<file path="src/rtl/vx_writeback_arbiter_pkg.sv">
// Shared writeback codes, thread/warp geometry, arbiter state and record layouts.
// Latency: n/a (types and constants only).
// Backpressure: n/a.
package vx_writeback_arbiter_pkg;

    localparam int NT = 4;   // threads per warp (data lanes)
    localparam int NW = 2;   // warp id width

    localparam logic [1:0] NO_WB  = 2'd0;
    localparam logic [1:0] WB_ALU = 2'd1;
    localparam logic [1:0] WB_MEM = 2'd2;
    localparam logic [1:0] WB_JAL = 2'd3;

    localparam logic [4:0] ZERO_REG = 5'd0;

    typedef enum logic [0:0] {
        ALU_PRI   = 1'b0,
        MEM_DRAIN = 1'b1
    } arb_state_e;

    // Memory response as stored in the response FIFO.
    typedef struct packed {
        logic [4:0]       dest;
        logic [NW-1:0]    warp_num;
        logic [NT-1:0]    thread_mask;
        logic [NT*32-1:0] data;
    } mem_rec_t;

    // Registered writeback record driven onto the writeback bus.
    typedef struct packed {
        logic             valid;
        logic [4:0]       dest;
        logic [1:0]       wb;
        logic [NT*32-1:0] data;
        logic [31:0]      pc_next;
        logic [NW-1:0]    warp_num;
        logic [NT-1:0]    thread_mask;
    } wb_rec_t;

    // Replicate one 32-bit value into every thread lane.
    function automatic logic [NT*32-1:0] lane_bcast(input logic [31:0] v);
        return {NT{v}};
    endfunction

endpackage

</file>
<file path="src/rtl/vx_wb_resp_fifo.sv">
// Synchronous FIFO holding memory responses for the writeback arbiter.
// Latency: a pushed entry is visible at the head on the cycle after the push.
// Backpressure: full_o stays high until a pop completes; pushes while full are dropped internally.
module vx_wb_resp_fifo #(
    parameter int WIDTH = 32,
    parameter int DEPTH = 4
) (
    input  logic             clk,
    input  logic             reset,
    input  logic             push_i,
    input  logic [WIDTH-1:0] push_dat_i,
    input  logic             pop_i,
    output logic [WIDTH-1:0] head_dat_o,
    output logic             full_o,
    output logic             empty_o
);

    localparam int PW = $clog2(DEPTH);
    localparam logic [PW:0] FULL_CNT = (PW+1)'(DEPTH);

    logic [WIDTH-1:0] mem_q [DEPTH];
    logic [PW-1:0]    wr_ptr_q, wr_ptr_d;
    logic [PW-1:0]    rd_ptr_q, rd_ptr_d;
    logic [PW:0]      count_q, count_d;
    logic             do_push, do_pop;

    assign full_o     = (count_q == FULL_CNT);
    assign empty_o    = (count_q == '0);
    assign do_push    = push_i && !full_o;
    assign do_pop     = pop_i && !empty_o;
    assign head_dat_o = mem_q[rd_ptr_q];

    // Pointer and occupancy next-state; pointers wrap naturally at DEPTH.
    always_comb begin
        wr_ptr_d = wr_ptr_q;
        rd_ptr_d = rd_ptr_q;
        count_d  = count_q;
        if (do_push) wr_ptr_d = wr_ptr_q + 1'b1;
        if (do_pop)  rd_ptr_d = rd_ptr_q + 1'b1;
        case ({do_push, do_pop})
            2'b10:   count_d = count_q + 1'b1;
            2'b01:   count_d = count_q - 1'b1;
            default: count_d = count_q;
        endcase
    end

    // Control state; reset discards every queued entry.
    always_ff @(posedge clk) begin
        if (reset) begin
            wr_ptr_q <= '0;
            rd_ptr_q <= '0;
            count_q  <= '0;
        end else begin
            wr_ptr_q <= wr_ptr_d;
            rd_ptr_q <= rd_ptr_d;
            count_q  <= count_d;
        end
    end

    // Payload storage needs no reset: occupancy alone decides what is valid.
    always_ff @(posedge clk) begin
        if (do_push) mem_q[wr_ptr_q] <= push_dat_i;
    end

endmodule

</file>
<file path="src/rtl/vx_writeback_arbiter.sv">
// Merges ALU results and buffered memory responses into one registered writeback record per cycle.
// Latency: ALU input to out_wb_* 1 cycle; memory response (always via FIFO) at least 2 cycles.
// Backpressure: in_mem_ready=!full; out_alu_stall during forced drain (only with WB_STARVE_GUARD_EN).
module vx_writeback_arbiter
    import vx_writeback_arbiter_pkg::*;
#(
    parameter int MEM_BUF_DEPTH = 4,
    parameter int STARVE_MAX    = 8
) (
    input  logic             clk,
    input  logic             reset,

    input  logic             in_alu_valid,
    input  logic [4:0]       in_alu_dest,
    input  logic [1:0]       in_alu_wb,
    input  logic [NT*32-1:0] in_alu_result,
    input  logic [31:0]      in_alu_PC_next,
    input  logic [NW-1:0]    in_alu_warp_num,
    input  logic [NT-1:0]    in_alu_thread_mask,

    input  logic             in_mem_valid,
    output logic             in_mem_ready,
    input  logic [4:0]       in_mem_dest,
    input  logic [NW-1:0]    in_mem_warp_num,
    input  logic [NT-1:0]    in_mem_thread_mask,
    input  logic [NT*32-1:0] in_mem_data,

    output logic             out_alu_stall,

    output logic             out_wb_valid,
    output logic [4:0]       out_wb_dest,
    output logic [1:0]       out_wb_wb,
    output logic [NT*32-1:0] out_wb_data,
    output logic [31:0]      out_wb_PC_next,
    output logic [NW-1:0]    out_wb_warp_num,
    output logic [NT-1:0]    out_wb_thread_mask
);

    // Reject geometries the FIFO pointer wrap and the starve counter cannot support.
    if ((MEM_BUF_DEPTH < 2) || ((MEM_BUF_DEPTH & (MEM_BUF_DEPTH - 1)) != 0) || (STARVE_MAX < 1)) begin : g_bad_cfg
        $error("vx_writeback_arbiter: MEM_BUF_DEPTH must be a power of two >= 2, STARVE_MAX >= 1");
    end

    mem_rec_t push_rec;
    mem_rec_t head_rec;
    logic     fifo_full, fifo_empty;
    logic     mem_push;
    logic     alu_win, mem_win;
    logic     drain;
    wb_rec_t  wb_q, wb_d;

    assign push_rec = '{dest:        in_mem_dest,
                        warp_num:    in_mem_warp_num,
                        thread_mask: in_mem_thread_mask,
                        data:        in_mem_data};

    // Held low during reset so a response presented then is never taken.
    assign in_mem_ready = !fifo_full && !reset;
    assign mem_push     = in_mem_valid && in_mem_ready;

    vx_wb_resp_fifo #(
        .WIDTH ($bits(mem_rec_t)),
        .DEPTH (MEM_BUF_DEPTH)
    ) u_resp_fifo (
        .clk        (clk),
        .reset      (reset),
        .push_i     (mem_push),
        .push_dat_i (push_rec),
        .pop_i      (mem_win),
        .head_dat_o (head_rec),
        .full_o     (fifo_full),
        .empty_o    (fifo_empty)
    );

`ifdef WB_STARVE_GUARD_EN
    localparam int CNT_W = $clog2(STARVE_MAX + 1);
    localparam logic [CNT_W-1:0] STARVE_LIM = CNT_W'(STARVE_MAX);

    arb_state_e       state_q, state_d;
    logic [CNT_W-1:0] starve_q, starve_d;

    // Arbiter state and starve counter registers.
    always_ff @(posedge clk) begin
        if (reset) begin
            state_q  <= ALU_PRI;
            starve_q <= '0;
        end else begin
            state_q  <= state_d;
            starve_q <= starve_d;
        end
    end

    // Count ALU wins that leave a response waiting; force one memory pop at the limit.
    always_comb begin
        state_d  = state_q;
        starve_d = starve_q;
        if (mem_win || fifo_empty) begin
            starve_d = '0;
        end else if (alu_win && (starve_q != STARVE_LIM)) begin
            starve_d = starve_q + 1'b1;
        end
        case (state_q)
            ALU_PRI:   if (starve_d == STARVE_LIM) state_d = MEM_DRAIN;
            MEM_DRAIN: if (mem_win || fifo_empty) state_d = ALU_PRI;
            default:   state_d = ALU_PRI;
        endcase
    end

    assign drain = (state_q == MEM_DRAIN);
`else
    assign drain = 1'b0;
`endif

    assign out_alu_stall = drain;

    // Pick at most one source: forced drain first, then ALU, then the FIFO head.
    always_comb begin
        alu_win = 1'b0;
        mem_win = 1'b0;
        if (drain) begin
            mem_win = !fifo_empty;
        end else if (in_alu_valid) begin
            alu_win = 1'b1;
        end else begin
            mem_win = !fifo_empty;
        end
    end

    // Build the next record; payload fields hold when nothing wins.
    always_comb begin
        wb_d       = wb_q;
        wb_d.valid = 1'b0;
        wb_d.wb    = NO_WB;
        if (alu_win) begin
            wb_d.valid       = 1'b1;
            wb_d.dest        = in_alu_dest;
            wb_d.wb          = (in_alu_dest == ZERO_REG) ? NO_WB : in_alu_wb;
            wb_d.data        = (in_alu_wb == WB_JAL) ? lane_bcast(in_alu_PC_next) : in_alu_result;
            wb_d.pc_next     = in_alu_PC_next;
            wb_d.warp_num    = in_alu_warp_num;
            wb_d.thread_mask = in_alu_thread_mask;
        end else if (mem_win) begin
            wb_d.valid       = 1'b1;
            wb_d.dest        = head_rec.dest;
            wb_d.wb          = (head_rec.dest == ZERO_REG) ? NO_WB : WB_MEM;
            wb_d.data        = head_rec.data;
            wb_d.pc_next     = '0;
            wb_d.warp_num    = head_rec.warp_num;
            wb_d.thread_mask = head_rec.thread_mask;
        end
    end

    // Output record register; all-zero reset also encodes out_wb_wb = NO_WB.
    always_ff @(posedge clk) begin
        if (reset) wb_q <= '0;
        else       wb_q <= wb_d;
    end

    assign out_wb_valid       = wb_q.valid;
    assign out_wb_dest        = wb_q.dest;
    assign out_wb_wb          = wb_q.wb;
    assign out_wb_data        = wb_q.data;
    assign out_wb_PC_next     = wb_q.pc_next;
    assign out_wb_warp_num    = wb_q.warp_num;
    assign out_wb_thread_mask = wb_q.thread_mask;

endmodule

</file>
<file path="config.mk">
export PLATFORM = sky130hd
export DESIGN_NAME = vx_writeback_arbiter
export DESIGN_NICKNAME = d
export VERILOG_FILES = /design/src/rtl/vx_writeback_arbiter_pkg.sv /design/src/rtl/vx_wb_resp_fifo.sv /design/src/rtl/vx_writeback_arbiter.sv
export SDC_FILE = /design/constraint.sdc
export NUM_CORES = 1
export LEC_CHECK = 0
export BUFFER_PORTS_ARGS = -buffer_cell sky130_fd_sc_hd__buf_4
export CAP_MARGIN = 20
export CORE_ASPECT_RATIO = 0.75
export CORE_MARGIN = 4
export CORE_UTILIZATION = 60
export CTS_BUF_LIST = sky130_fd_sc_hd__clkbuf_8
export CTS_CLUSTER_DIAMETER = 80
export DETAILED_ROUTE_END_ITERATION = 8
export HOLD_SLACK_MARGIN = 0.12
export PLACE_DENSITY_LB_ADDON = 0.08
export SLEW_MARGIN = 25
export SYNTH_ARGS = -nofsm -noshare
export SYNTH_HDL_FRONTEND = slang
export SYNTH_SLANG_ARGS = --single-unit
</file>
<file path="constraint.sdc">
create_clock -name clk -period 12.3 [get_ports clk]
set_input_delay 0 -clock clk [delete_from_list [all_inputs] [get_ports clk]]
set_output_delay 0 -clock clk [all_outputs]
set_load 0.01 [all_outputs]
</file>
==> reports/qor.yml, run 1 <==
initial_utilization: 0.614
syn_avg_cell_area_sq_um: 16.9
buffer_ports.inserted: 490
die-width_microns: 260
ys_seq_elements: 739
dpl.hpwl_mm: 56.0
syn_nets: 2014
synthArstFlopShare: 0
syn_area_sq_um: 28600
cts.sinks: 739
place_ws_ns: 8.97
synth_ff_type: "edfxtp_1"
haltStage: "4_1_cts"
synthCells: 1692
routabilityCongestion: 0.853
fp-row-count: 68
seq_area_frac_synth: 0.712
cts_max_level: 3
cts_resized: 0
synth_edf_count: 556
hold_buffers: 580
clockBufferDepth: 3
ios: 492
ys_types: 32
error: "[ERROR RSZ-0060] Max buffer count reached."
status: "stopped before the end"
yosysWarnings: 0
fp.dieH_microns: 197
cts_buffers: 107
post-cts-setup-buffers: 0
cts_root_buf: "clkbuf_8"
==> per-stage QoR <==
step	area (sq um)	std cells	utilization
after floorplan	28600	1692	-
after global placement	32600	2693	0.701
after detailed placement	32600	2694	0.701
==> logic make-up after synthesis <==
kind of cell,synth area share
flip-flops,0.712
AO/OA/AOI/OAI,0.107
AND/OR/NAND/NOR,0.0416
buffers and inverters,0.0257
multiplexers,0.109
adder cells (fa/ha/maj),0.00289
XOR/XNOR,0.00153
other,0.000131
==> cells in the mapped netlist, types with 16 or more instances <==
cell type,number,share of area
inv_1,18,0.0024
edfxtp_1,556,0.58
a211oi_1,257,0.067
dfxtp_1,183,0.13
clkbuf_1,102,0.013
buf_6,16,0.0063
a21oi_1,142,0.025
and3_1,32,0.0070
mux4_2,139,0.11
a22o_1,32,0.0098
and2_1,133,0.029
buf_2,18,0.0032
==> run 2: changes to the inputs <==
- CORE_ASPECT_RATIO: 0.75 -> unset
- CORE_UTILIZATION: 60 -> 40
- CTS_BUF_LIST: sky130_fd_sc_hd__clkbuf_8 -> unset
- CTS_CLUSTER_DIAMETER: 80 -> unset
- HOLD_SLACK_MARGIN: 0.12 -> unset
- PLACE_DENSITY_LB_ADDON: 0.08 -> 0.15
==> run 2 against run 1 <==
Net effect: the run now ends clean; synthesized cell count unchanged; area after synthesis unchanged.
==> reports/qor.yml, run 2 <==
status: "finished clean"
syn_nets: 2014
rsz0062_at_grt: "no"
drive_gt1_frac: 0.303
grt_pass1_vias: 19886
syn_avg_cell_area_sq_um: 16.9
syn_area_sq_um: 28600
grt_usage: 0.253
largest-register: "u_resp_fifo.mem_q"
drt-met1-wl_mm: 39.8
max_freq_mhz: 254
largest_reg_flops: 556
synth_top_area_share: 0.584
drv_cap: 0
yosys.area.top_type: "edfxtp_1"
synth_ff_type: "edfxtp_1"
synth.top_cells.by_count: "556 x edfxtp_1, 257 x a211oi_1, 183 x dfxtp_1"
cts.sinks: 739
path_delay_family: "buffers and inverters"
clk_latency_ns: 0.61
p_per_area_nw_per_um2: 185
initial_utilization: 0.406
wl_met2_mm: 46.1
mostFrequentLayoutCell: "edfxtp_1"
slew_headroom: 0.252
die-width_microns: 275
antenna_found_initial: 20
postLayoutSetupSlackWorst_ns: 8.36
crit_buf_inv: 3
fp-row-count: 97
multiInputGateArea_sq_um: 7540
yosysMostFrequentCell: "edfxtp_1"
setup_viol: 0
tightestPinTransition_ns: 1.12
met3_length_mm: 8.42
synthCells: 1692
ys_seq_elements: 739
nets: 2815
place_ws_ns: 8.76
yosysWarnings: 0
path_clk_slew_ns: 0.06
seqCellArea_sq_um: 20400
maxSlewViolCount: 0
drc: 0
ant_nets: 0
synth-compound-area-share: 0.107
hp-class: "primary input to flop"
core-area_sq_um: 70400
via_per_inst: 5.56
ios: 492
grt_first_pass_wirelength_mm: 138
finalSetupTns_ns: 0
crit_chain: "buf_4, buf_4, mux4_2, and2_1, a211oi_1, a211oi_1, dlygate4sd3_1"
via_count: 19527
synth_top_family_by_area: "multiplexers"
cts_resized: 0
ys_types: 32
synthSimpleGateAreaFrac: 0.0416
whs_ns: 0.0102
firstDrtPassIters: 7
dieArea_sq_um: 75800
finClkSkew_ns: 0.0170
synthArstFlopShare: 0
crit_arrival_ns: 4.44
dpl.hpwl_mm: 60.8
max_stage_delay_ns: 0.76
cp.required_ns: 12.80
n_fill_cell: 5632
cts_root_buf: "clkbuf_16"
utilization: 0.556
synth_adder_area_share: 0.00289
synthTopCellsByArea: "edfxtp_1 58%, dfxtp_1 13%, mux4_2 11%"
syn_to_final_growth_pct: 36.8
fp.dieH_microns: 275
fin_crit_ns: 3.94
grt_max_degree: 142
cts_tree: "yes"
drtIter0Drc: 1761
worst-setup-path-type: "flop to flop"
cts_buffers: 79
wl_per_cell_microns: 27.9
startpoint_type: "flop"
clockBufferDepth: 3
grt_remaining_overflow: 0
final_cell_mix: "556 x edfxtp_1, 505 x buf_4, 349 x dlygate4sd3_1"
p_leak_nw: 14.1
synth_edf_count: 556
muxShareOfSynthArea: 0.109
buffer_ports.inserted: 490
routabilityCongestion: 0.800
synth-xor-area-share: 0.00153
finalPower_mw: 7.23
highest_layer: "met5"
min_period_over_period: 0.320
endpoint_kind: "flop"
cts_max_level: 3
vdd_drop_max_mv: 0.158
wl_mm: 97.9
seq_area_frac_synth: 0.712
hold_viol_final: 0
crit_fanout: 43
slowest_stage: "buf_4"
run 2: cell counts after synthesis:
No cell type changed its count.
run 2: logic make-up (layout without fill, tap and decap cells):
| logic type | after synthesis | in the layout |
|---|---|---|
| xor gates and xnor gates | 5 | 5 |
| other | 1 | 15 |
| adders and majority gates | 6 | 6 |
| AOI/OAI and AO/OA | 446 | 446 |
| muxes | 139 | 139 |
| buffers and inverters | 157 | 1024 |
| DFF | 739 | 739 |
| and+or+nand+nor | 199 | 199 |
run 2: path summary, 6_finish.rpt:
path	from	slack (ns)	to	depth (start not counted)
setup reg to reg	flop	8.36	out_wb_data[32]$_SDFFE_PP0P_	7
hold reg to reg	out_wb_PC_next[7]$_SDFFE_PP0P_	0.48	out_wb_PC_next[7]$_SDFFE_PP0P_	1
setup / recovery	flop	8.36	out_wb_data[32]$_SDFFE_PP0P_	7
hold / removal	in_alu_valid	0.01	out_wb_data[90]$_SDFFE_PP0P_	2
run 2: routing by layer:
| metal | vias up | track usage |
|---|---|---|
| li1 | 8448 | - |
| met1 | 10046 | 0.343 |
| met2 | 850 | 0.405 |
| met3 | 175 | 0.0596 |
| met4 | 8 | 0.0887 |
| met5 | - | 0 |
run 2: where the power goes:
part / switching (mW) / internal, mW / leakage, nW / total, mW
Sequential: 0.119 / 2.88 / 6.57 / 3.00
Clock: 0.972 / 1.40 / 1.26 / 2.37
Combinational: 1.01 / 0.849 / 6.22 / 1.86
Total: 2.10 / 5.13 / 14.1 / 7.23
run 2: area by class of cell:
class                           instances  share of cell area
Tap cell                              940              0.0301
Timing Repair Buffer                  859               0.188
Inverter                               18             0.00173
Antenna cell                           14            0.000896
Sequential cell                       739               0.521
Clock buffer                          110              0.0572
Multi-Input combinational cell        796               0.193
Clock inverter                         37             0.00876
run 2: metrics by stage:
stage          instances  cell area [sq um]
2_1_floorplan       1692              28600
3_3_place_gp        3003              33000
3_5_place_dp        3003              33000
4_1_cts             3499              39100
5_1_grt             3507              39100
6_report            3513              39100
run 2: timing repair:
item	CTS	global route
hold buffers	349	0
hold endpoints to repair	739	0
setup endpoints to repair	0	0
setup buffers	0	0
Note: power is estimated with default switching activity, not from simulation.
==> run 3: changes to the inputs <==
- clock period: 12.3 -> 3.2 ns (I/O delays scaled with it)
==> run 3 against run 2 <==
Net effect: worst setup slack got worse by 7.9 ns; largest power group unchanged; sequential share of layout area fell by 1.0 points; die area did not move.
==> reports/qor.yml, run 3 (synthesis results as in run 2) <==
status: "finished clean"
grt_usage: 0.260
cts_buffers: 80
path_clk_slew_ns: 0.06
grt_pass1_vias: 20179
slew_headroom: 0.297
syn_to_final_growth_pct: 39.6
crit_arrival_ns: 3.27
final_cell_mix: "556 x edfxtp_1, 522 x buf_4, 363 x dlygate4sd3_1"
ios: 492
largest-register: "u_resp_fifo.mem_q"
clk_latency_ns: 0.61
drc: 0
sw_frac_of_total: 0.288
cts_max_level: 3
clockBufferDepth: 3
p_sw_mw: 8.24
p_leak_nw: 14.5
wl_mm: 101
tightestPinTransition_ns: 1.06
antenna_found_initial: 20
buffer_ports.inserted: 490
fin_crit_ns: 2.78
vdd_drop_max_mv: 1.02
internal-power_mw: 20.4
hp-class: "primary input to flop"
startpoint_type: "flop"
post-cts-setup-buffers: 0
place_area_sq_um: 33500
cts.sinks: 739
hold_viol_final: 0
grt_remaining_overflow: 0
combPwrFrac: 0.260
dpl.hpwl_mm: 64.3
firstDrtPassIters: 5
cp.required_ns: 3.69
via_count: 19961
cts_tree: "yes"
routabilityCongestion: 0.799
dieArea_sq_um: 75800
cts_resized: 0
rsz0062_at_grt: "no"
seqPwrFrac: 0.405
worst-setup-path-type: "flop to flop"
nets: 2863
largest_reg_flops: 556
die-width_microns: 275
drv_cap: 0
max_freq_mhz: 360
power.share.clock: 0.335
endpoint_kind: "flop"
n_fill_cell: 5604
p_per_area_nw_per_um2: 717
core-area_sq_um: 70400
grt_max_degree: 142
maxSlewViolCount: 0
min_period_over_period: 0.869
wl_per_cell_microns: 28.3
place_ws_ns: 0.884
crit_fanout: 22
finalInstanceArea_sq_um: 39900
finClkSkew_ns: 0.0154
via_per_inst: 5.60
grt_first_pass_wirelength_mm: 142
ant_nets: 0
initial_utilization: 0.406
fp.dieH_microns: 275
mostFrequentLayoutCell: "edfxtp_1"
cts_root_buf: "clkbuf_16"
fp-row-count: 97
postLayoutSetupSlackWorst_ns: 0.420
drtIter0Drc: 1754
whs_ns: 0.136
drive_gt1_frac: 0.315
setup_viol: 0
hold_buffers: 363
-- run 3: cell types whose count changed in the layout (fill, tap and decap cells not counted), sizes merged --
cell	before	now
bufinv	6	7
dlygate4sd3	349	363
inv	20	23
buf	510	543
clkbuf	110	113
clkinv	27	22
diode	14	15
-- run 3: power by group through the flow --
stage | Sequential, mW | Clock, mW | Combinational, mW
3_5_place_dp | 11.8 | 0 | 6.98
2_1_floorplan | 11.7 | 0 | 4.22
6_report | 11.6 | 9.59 | 7.45
3_3_place_gp | 11.8 | 0 | 6.90
5_1_grt | 11.6 | 10.2 | 7.97
4_1_cts | 11.6 | 9.77 | 7.50
-- run 3: final cells by class --
class,instances,area (sq um),share of cell area
Antenna cell,15,37.5,0.000941
Clock buffer,113,2400,0.0603
Clock inverter,36,368,0.00922
Inverter,18,67.6,0.00169
Multi-Input combinational cell,796,7540,0.189
Sequential cell,739,20400,0.510
Tap cell,940,1180,0.0295
Timing Repair Buffer,906,7950,0.199
-- run 3: critical path: stages, from the launching register on --
cell,delay [ns]
dfxtp_4,0.70
buf_12,0.28
mux4_2,0.54
and2_1,0.20
a211oi_1,0.24
a211oi_1,0.08
dlygate4sd3_1,0.60
-- run 3: per-layer routing --
layer	GRT usage	wire [microns]
met1	0.354	41100
met4	0.0949	3520
met5	0	27
met2	0.422	48600
met3	0.0473	7720
-- run 3: path summary, 6_finish.rpt --
check	start	to	slack [ns]	cells past startpoint
max	flop	out_wb_data[42]$_SDFFE_PP0P_	0.42	6
min	in_mem_data[16]	u_resp_fifo.mem_q[0][16]$_DFFE_PP_	0.14	2
max reg2reg	flop	out_wb_data[42]$_SDFFE_PP0P_	0.42	6
min reg2reg	out_wb_PC_next[0]$_SDFFE_PP0P_	out_wb_PC_next[0]$_SDFFE_PP0P_	0.48	1
-- run 3: metrics by stage --
stage / utilization / cells / setup TNS (ns) / total power [mW]
2_1_floorplan: - / 1692 / -59.87 / 15.9
3_3_place_gp: 0.475 / 3035 / 0 / 18.7
3_5_place_dp: 0.475 / 3036 / 0 / 18.8
4_1_cts: 0.566 / 3548 / 0 / 28.8
5_1_grt: 0.567 / 3558 / 0 / 29.8
6_report: 0.567 / 3563 / 0 / 28.6
